### src/rtl/cordic_phase_gen_mc.sv
// Multi-channel phase generator feeding the CORDIC rotator.
// Per-channel tick dividers and phase accumulators, round-robin onto one stream.
//
// Ports:
//   clock, resetn    rising-edge clock, async active-low reset
//   sync_clr         clears phases, counters, pending, overrun, output (keeps cfg)
//   cfg_we/ch/div/step  shadow config write (div=0 disables channel)
//   out_valid/ready  output handshake
//   out_ch, angle    served channel and its phase
//   x_start, y_start CORDIC seed (AMP while valid, else 0) and 0
//   overrun          sticky per-channel lost-tick flags
module cordic_phase_gen_mc #(
  parameter int WIDTH     = 12,
  parameter int CH        = 4,
  parameter int DIV_WIDTH = 18,
  parameter int AMP       = 1215,
  parameter int CH_W      = (CH > 1) ? $clog2(CH) : 1
) (
  input  logic                 clock,
  input  logic                 resetn,
  input  logic                 sync_clr,
  input  logic                 cfg_we,
  input  logic [CH_W-1:0]      cfg_ch,
  input  logic [DIV_WIDTH-1:0] cfg_div,
  input  logic [WIDTH-1:0]     cfg_step,
  output logic                 out_valid,
  input  logic                 out_ready,
  output logic [CH_W-1:0]      out_ch,
  output logic [WIDTH-1:0]     angle,
  output logic [WIDTH-1:0]     x_start,
  output logic [WIDTH-1:0]     y_start,
  output logic [CH-1:0]        overrun
);

  logic [DIV_WIDTH-1:0] r_sh_div [CH];
  logic [WIDTH-1:0]     r_sh_step[CH];
  logic [DIV_WIDTH-1:0] r_div    [CH];
  logic [WIDTH-1:0]     r_step   [CH];
  logic [DIV_WIDTH-1:0] r_cnt    [CH];
  logic [WIDTH-1:0]     r_phase  [CH];
  logic [CH-1:0]        r_pend;
  logic [CH-1:0]        r_ovr;
  logic [CH_W-1:0]      r_ptr;
  logic                 r_valid;
  logic [CH_W-1:0]      r_och;
  logic [WIDTH-1:0]     r_angle;
  logic [WIDTH-1:0]     r_xs;

  logic [CH-1:0]        w_wrap;
  logic [CH-1:0]        w_srv;
  logic                 w_load;
  logic                 w_found;
  logic [CH_W-1:0]      w_sel;
  logic [CH_W-1:0]      w_ptr_nx;

  always_comb begin
    w_wrap = '0;
    for (int i = 0; i < CH; i++)
      w_wrap[i] = (r_div[i] != '0) && (r_cnt[i] == r_div[i]);
  end

  // Round-robin: scan from r_ptr (one past last served), wrapping at CH.
  always_comb begin
    int k;
    k       = 0;
    w_found = 1'b0;
    w_sel   = '0;
    for (int i = 0; i < CH; i++) begin
      k = int'(r_ptr) + i;
      if (k >= CH) k = k - CH;
      if (!w_found && r_pend[k]) begin
        w_found = 1'b1;
        w_sel   = CH_W'(k);
      end
    end
  end

  assign w_load   = !r_valid || out_ready;
  assign w_ptr_nx = (w_sel == CH_W'(CH - 1)) ? '0 : w_sel + 1'b1;

  always_comb begin
    w_srv = '0;
    for (int i = 0; i < CH; i++)
      w_srv[i] = w_load && w_found && (w_sel == CH_W'(i));
  end

  always_ff @(posedge clock or negedge resetn) begin
    if (!resetn) begin
      for (int i = 0; i < CH; i++) begin
        r_sh_div[i]  <= '0;
        r_sh_step[i] <= '0;
        r_div[i]     <= '0;
        r_step[i]    <= '0;
        r_cnt[i]     <= '0;
        r_phase[i]   <= '0;
      end
      r_pend <= '0;
      r_ovr  <= '0;
    end else begin
      for (int i = 0; i < CH; i++) begin
        if (cfg_we && cfg_ch == CH_W'(i)) begin
          r_sh_div[i]  <= cfg_div;
          r_sh_step[i] <= cfg_step;
        end
        if (sync_clr) begin
          r_cnt[i]   <= '0;
          r_phase[i] <= '0;
          r_pend[i]  <= 1'b0;
          r_ovr[i]   <= 1'b0;
        end else begin
          // Active cfg only changes at a period boundary or while disabled.
          if (r_div[i] == '0 || w_wrap[i]) begin
            r_div[i]  <= r_sh_div[i];
            r_step[i] <= r_sh_step[i];
          end
          if (w_wrap[i]) begin
            r_cnt[i]   <= '0;
            r_phase[i] <= r_phase[i] + r_step[i];
            r_pend[i]  <= 1'b1;
            if (r_pend[i] && !w_srv[i]) r_ovr[i] <= 1'b1;
          end else begin
            if (r_div[i] == '0) r_cnt[i] <= '0;
            else                r_cnt[i] <= r_cnt[i] + DIV_WIDTH'(1);
            if (w_srv[i]) r_pend[i] <= 1'b0;
          end
        end
      end
    end
  end

  always_ff @(posedge clock or negedge resetn) begin
    if (!resetn) begin
      r_valid <= 1'b0;
      r_och   <= '0;
      r_angle <= '0;
      r_xs    <= '0;
      r_ptr   <= '0;
    end else if (sync_clr) begin
      r_valid <= 1'b0;
      r_och   <= '0;
      r_angle <= '0;
      r_xs    <= '0;
      r_ptr   <= '0;
    end else if (w_load) begin
      if (w_found) begin
        r_valid <= 1'b1;
        r_och   <= w_sel;
        r_angle <= r_phase[w_sel];
        r_xs    <= WIDTH'(AMP);
        r_ptr   <= w_ptr_nx;
      end else begin
        r_valid <= 1'b0;
        r_xs    <= '0;
      end
    end
  end

  assign out_valid = r_valid;
  assign out_ch    = r_och;
  assign angle     = r_angle;
  assign x_start   = r_xs;
  assign y_start   = '0;
  assign overrun   = r_ovr;

endmodule

### config.mk
export PLATFORM = sky130hd
export DESIGN_NAME = cordic_phase_gen_mc
export DESIGN_NICKNAME = d
export VERILOG_FILES = /design/src/rtl/cordic_phase_gen_mc.sv
export SDC_FILE = /design/constraint.sdc
export NUM_CORES = 1
export LEC_CHECK = 0
export ABC_AREA = 1
export CAP_MARGIN = 20
export CORE_MARGIN = 1.5
export CORE_UTILIZATION = 54
export CTS_CLUSTER_DIAMETER = 200
export CTS_CLUSTER_SIZE = 24
export DETAILED_ROUTE_END_ITERATION = 7
export MAX_ROUTING_LAYER = met4
export PLACE_DENSITY = 0.7
export SLEW_MARGIN = 20
export SYNTH_ARGS = -nofsm -noshare
export SYNTH_HDL_FRONTEND = slang
export SYNTH_SLANG_ARGS = --single-unit
### constraint.sdc
create_clock -name clock -period 2.15 [get_ports clock]
set_input_delay 0.215 -clock clock [delete_from_list [all_inputs] [get_ports clock]]
set_output_delay 0.215 -clock clock [all_outputs]
set_load 0.01 [all_outputs]
==> impl_metrics.tcl, run 1 <==
set metrics [dict create \
    drtAntennaViolNets 0 \
    ys_types 45 \
    grt_max_degree 76 \
    critical_path.max_fanout 4 \
    p_leak_nw 10.8 \
    synth_top_area_cell "dfrtp_1" \
    max_cap_viol_count 0 \
    grt_pass1_vias 14826 \
    synth_area_leaders "dfrtp_1 (49%), nand2_1 (13%), nand3_1 (6.4%)" \
    synth_seq_cells 385 \
    vdd.ir_drop.worst_mv 0.718 \
    nFillCells 3192 \
    cts_buffers 20 \
    grt_overflow 0 \
    hpwl_um 35200 \
    synth_edf_count 0 \
    place.gp.congestion 0.919 \
    holdCritPathClass "in2async" \
    fin_total_pwr_mw 17.7 \
    final_nets 2488 \
    cp.arrival_ps 2450 \
    status "finished, violations left" \
    clock_skew_ps 15.9 \
    synth_top_area_share_pct 49.2 \
    ioPinCount 80 \
    core_um2 35700 \
    cts_tree "built" \
    dieArea_um2 37400 \
    antennaDiodeCount 0 \
    min_period_ps 2010 \
    drt_wl_total_um 47800 \
    violations "design-rule violations" \
    grt_pass1_wl_um 78500 \
    synth.most_common_cell "nand2_1" \
    ys.flop_type "dfrtp_1" \
    fin_hold_ws_ps 200 \
    clock_latency_ps 530 \
    period_share_pct 93.7 \
    final_max_slew_viol_count 0 \
    drive_gt1_share_pct 6.55 \
    h-tree-depth 1 \
    critPathKind "reg2reg" \
    chipWidth_um 193 \
    post_cts_buffers 0 \
    drt-pass1-iter-count 7 \
    clkSinkCount 385 \
    power.density_nw_per_um2 828 \
    track_usage_pct 26.7 \
    area_growth_pct 9.11 \
    port_buffers 63 \
    seq_area_frac_synth_pct 49.2 \
    cp-start-kind "flop" \
    wl_per_cell_um 16.7 \
    avgViaCountPerCell 5.43 \
    clk_pin_slew_ps 100 \
    worst_slew_margin_rel_pct 63.9 \
    setup_viol 0 \
    synthTopCellsByCount "nand2_1 (677), dfrtp_1 (385), nand3_1 (250)" \
    avgSynthCellArea_um2 8.33 \
    start_util_pct 54.9 \
    clockBufferDepth 3 \
    drt-initial-drc-count 1413 \
    required_ps 2580 \
    max_clock_freq_mhz 497 \
    worst_pin_slew_ps 541 \
    synth_cells 2351 \
    final-hold-violation-count 0 \
    async_flop_share_pct 100 \
    root_buffer "clkbuf_16" \
    vias 15526 \
    cp-end-kind "flop" \
    antenna_found_initial 0 \
    num_rows 69 \
    yosysWarnings 0 \
    syn_area_um2 19600 \
    die_height_um 193 \
    drc 7 \
]
==> critical path, stage by stage, from the launching register on <==
cell and delay [ps]:
dfrtp_1 420, ha_1 270, fa_1 450, nand3_1 100, nand3_1 140, nand3_1 120
nand2_1 70, xor2_1 170, nor2_1 60, nand2_1 70, nand2_1 60
==> state kept, by name, summed over array words and instances (netlist names) <==
register,flops
r_cnt,72
r_div,72
r_sh_div,72
r_phase,48
r_sh_step,48
r_step,48
angle,12
overrun,4
r_pend,4
out_ch,2
r_ptr,2
x_start,1
==> path summary, 6_finish.rpt <==
check                                           start                        to  slack [ps]  cells after the start
worst max-delay path            r_step[0]$_DFFE_PN0P_    r_phase[8]$_DFFE_PN0P_         140                     10
worst min-delay path                           resetn  r_sh_div[71]$_DFFE_PN0P_         200                      2
worst max register to register  r_step[0]$_DFFE_PN0P_    r_phase[8]$_DFFE_PN0P_         140                     10
worst min register to register   angle[5]$_DFFE_PN0P_      angle[5]$_DFFE_PN0P_         490                      2
max in group asynchronous                      resetn     r_pend[1]$_DFFE_PN0P_        1180                      3
min in group clock                        cfg_step[5]  r_sh_step[5]$_DFFE_PN0P_         390                      3
==> routing by layer <==
layer	vias to the layer above	share of wire [%]	global-route usage, %
li1	7645	-	-
met1	7469	48	38.9
met2	356	45	40.8
met3	56	5.1	3.02
met4	0	1.8	5.16
met5	-	0	-
==> cells in the final DEF, fill, tap and decap left out, types with 3 or more instances in the layout <==
cell type and count:
clkbuf_16 21, nor4_1 8, nor2_1 167, a21oi_1 60
nor3_1 33, nand4_1 51, or2_2 12, ha_1 50
buf_4 45, nor3b_1 4, fa_1 4, xnor2_1 21
xor2_1 114, dfrtp_1 384, inv_2 3, o21ai_0 140
nand2_2 16, nand3_1 245, or2_0 3, o21bai_1 8
clkdlybuf4s50_1 62, o21ai_1 12, nand2_1 677, nor2_4 3
nor3_2 8, nand3_2 10, a31oi_1 3, nor2_2 11
conb_1 16, inv_1 170, buf_12 10
==> power breakdown <==
group          switching, mW  total, mW  internal [mW]
clock                   2.35       4.13           1.78
combinational           2.74       4.53           1.78
sequential             0.843       9.04           8.20
==> what timing repair did <==
item / CTS / global route
resized for setup: 1 / 7
endpoints found under the hold margin: 46 / 0
hold buffers: 1 / 0
setup endpoints to repair: 2 / 30
==> cells by family (layout without fill, tap and decap cells) <==
kind of cell             Yosys count  after routing  share of synthesized area, %
AO/OA/AOI/OAI                    230            230                          6.12
XOR/XNOR                         135            135                          6.04
adder cells (fa/ha/maj)           54             54                          3.60
buffers and inverters            286            318                          6.70
flip-flops                       385            385                          49.2
other                              1             16                        0.0192
AND/OR/NAND/NOR                 1260           1260                          28.3
==> final cells by class <==
type	count	area, µm²	area share (%)
inverters	175	664	3.11
clock inverters	1	30.0	0.141
multi-input cells	1695	8730	40.9
clock buffers	22	529	2.48
flip-flops and latches	385	9640	45.1
repair buffers	120	1190	5.59
well taps	461	577	2.70
==> stage by stage <==
stage / setup WS [ps] / instance area (µm²) / util [%] / TNS (ps) / std cells
6_report: 137 / 21400 / 59.9 / 0 / 2859
5_1_grt: -3.12 / 21400 / 59.9 / -3.12 / 2859
4_1_cts: 77.4 / 21300 / 59.8 / 0 / 2859
3_5_place_dp: 6.32 / 20800 / 58.2 / 0 / 2835
3_3_place_gp: 62.6 / 20800 / 58.2 / 0 / 2835
2_1_floorplan: 222 / 19600 / - / 0 / 2366
(Power assumes the default switching activity.)
==> run 2, diff against run 1 <==
--- a/config.mk
+++ b/config.mk
@@ -7,7 +7,7 @@
 export LEC_CHECK = 0
 export ABC_AREA = 1
 export CAP_MARGIN = 20
-export CORE_MARGIN = 1.5
+export CORE_MARGIN = 2
 export CORE_UTILIZATION = 54
 export CTS_CLUSTER_DIAMETER = 200
 export CTS_CLUSTER_SIZE = 24
==> impl_metrics.tcl, run 2 (synthesized netlist as in run 1, its figures left out) <==
set metrics [dict create \
    cts_tree "built" \
    clkSinkCount 385 \
    fin_hold_ws_ps 206 \
    r2r_cells 7 \
    violations "design-rule violations" \
    drt-initial-drc-count 1088 \
    clock_latency_ps 550 \
    track_usage_pct 26.8 \
    cp.arrival_ps 2460 \
    met3_usage_pct 4.58 \
    drive_gt1_share_pct 6.63 \
    grt_use_met2_pct 40.2 \
    cts_buffers 20 \
    die_height_um 194 \
    grt_pass1_vias 14876 \
    cp-start-kind "flop" \
    holdCritPathClass "in2async" \
    power.density_nw_per_um2 828 \
    final-hold-violation-count 0 \
    h-tree-depth 1 \
    drc 5 \
    setup_viol 0 \
    final_cell_mix "nand2_1 (677), dfrtp_1 (383), nand3_1 (246)" \
    drtAntennaViolNets 0 \
    hpwl_um 35700 \
    use_met1_pct 38.8 \
    clockBufferDepth 3 \
    layout_commonest_cell "nand2_1" \
    grt_pass1_wl_um 79400 \
    status "finished, violations left" \
    drt-pass1-iter-count 7 \
    antennaDiodeCount 0 \
    vias 15556 \
    wl_per_cell_um 16.8 \
    place.gp.congestion 0.914 \
    max_clock_freq_mhz 497 \
    avgViaCountPerCell 5.44 \
    num_rows 69 \
    rsz0062_at_grt "no" \
    port_buffers 63 \
    critPathKind "reg2reg" \
    drt_wl_total_um 48000 \
    worst_slew_margin_rel_pct 60.2 \
    root_buffer "clkbuf_16" \
    required_ps 2600 \
    worst_pin_slew_ps 597 \
    p_leak_nw 10.8 \
    period_share_pct 93.7 \
    grt_max_degree 80 \
    clk_pin_slew_ps 100 \
    final_max_slew_viol_count 0 \
    vdd.ir_drop.worst_mv 0.787 \
    final_nets 2489 \
    core_um2 35700 \
    ioPinCount 80 \
    start_util_pct 54.9 \
    antenna_found_initial 0 \
    dieArea_um2 37800 \
    busiest_layer "met2" \
    reg_top3 "r_cnt: 72 flops, r_div: 72 flops, r_sh_div: 72 flops" \
    max_cap_viol_count 0 \
    clock_skew_ps 28.0 \
    fin_tns_setup_ps 0 \
    critical_path.max_fanout 4 \
    chipWidth_um 194 \
    min_period_ps 2010 \
    area_growth_pct 9.32 \
    cp-end-kind "flop" \
    grt_overflow 0 \
]
## run 2: cell types whose count changed in the layout (fill, tap and decap cells not counted), moves of 2 or more
cell     before  now
buf_4        45   43
buf_12       10   13
o21ai_1      12   14
o21ai_0     140  138
## run 2: stage by stage
stage	cell area, µm²	cells	power [mW]	worst slack [ps]	util (%)
after global placement	20800	2834	13.5	110	58.3
after floorplan	19600	2366	12.1	222	-
after detailed placement	20800	2834	13.7	19.2	58.3
final	21400	2860	17.7	136	60.0
after global routing	21400	2860	18.8	3.76	60.0
after CTS	21400	2858	17.8	19.6	59.9
## run 2: cell type report
cell class / count / area [µm²]
clock buffer: 22 / 529
sequential: 385 / 9640
clock inverter: 1 / 30.0
timing repair buffer: 121 / 1230
multi-input combinational: 1695 / 8730
tap: 461 / 577
inverter: 175 / 664
fill: 3241 / 14300
## run 2: path summary, 6_finish.rpt
kind / from / end / slack, ps
worst max-delay path: r_phase[24]$_DFFE_PN0P_ / r_phase[32]$_DFFE_PN0P_ / 140
worst min-delay path: resetn / r_cnt[64]$_DFF_PN0_ / 210
worst max register to register: r_phase[24]$_DFFE_PN0P_ / r_phase[32]$_DFFE_PN0P_ / 140
worst min register to register: r_step[8]$_DFFE_PN0P_ / r_step[8]$_DFFE_PN0P_ / 490
max in group asynchronous: resetn / r_pend[0]$_DFFE_PN0P_ / 1110
min in group clock: cfg_div[13] / r_sh_div[49]$_DFFE_PN0P_ / 330
## run 2: timing repair
| action | 4_1_cts | 5_1_grt |
|---|---|---|
| hold buffers | 1 | 0 |
| endpoints found under the hold margin | 52 | 0 |
| setup buffers | 0 | 2 |
| setup endpoints to repair | 1 | 30 |
| pin swaps | 0 | 0 |
| resized for setup | 1 | 10 |
## run 2: worst max-delay path, stage by stage (launching register included)
cell	delay [ps]
dfrtp_1	430
ha_1	270
fa_1	470
a21oi_1	250
o21bai_1	110
or2_2	270
nand3_1	70
nand2_1	50
## run 2: power breakdown
group | leakage (nW) | total [mW] | internal [mW] | switching, mW
sequential | 5.03 | 9.06 | 8.20 | 0.867
combinational | 5.52 | 4.52 | 1.75 | 2.78
clock | 0.271 | 4.14 | 1.79 | 2.36
## run 2: metal layers
metal,wire length (µm),part of all wire [%]
met5,0,0
met2,21300,44
met3,2750,5.7
met4,834,1.7
met1,23200,48
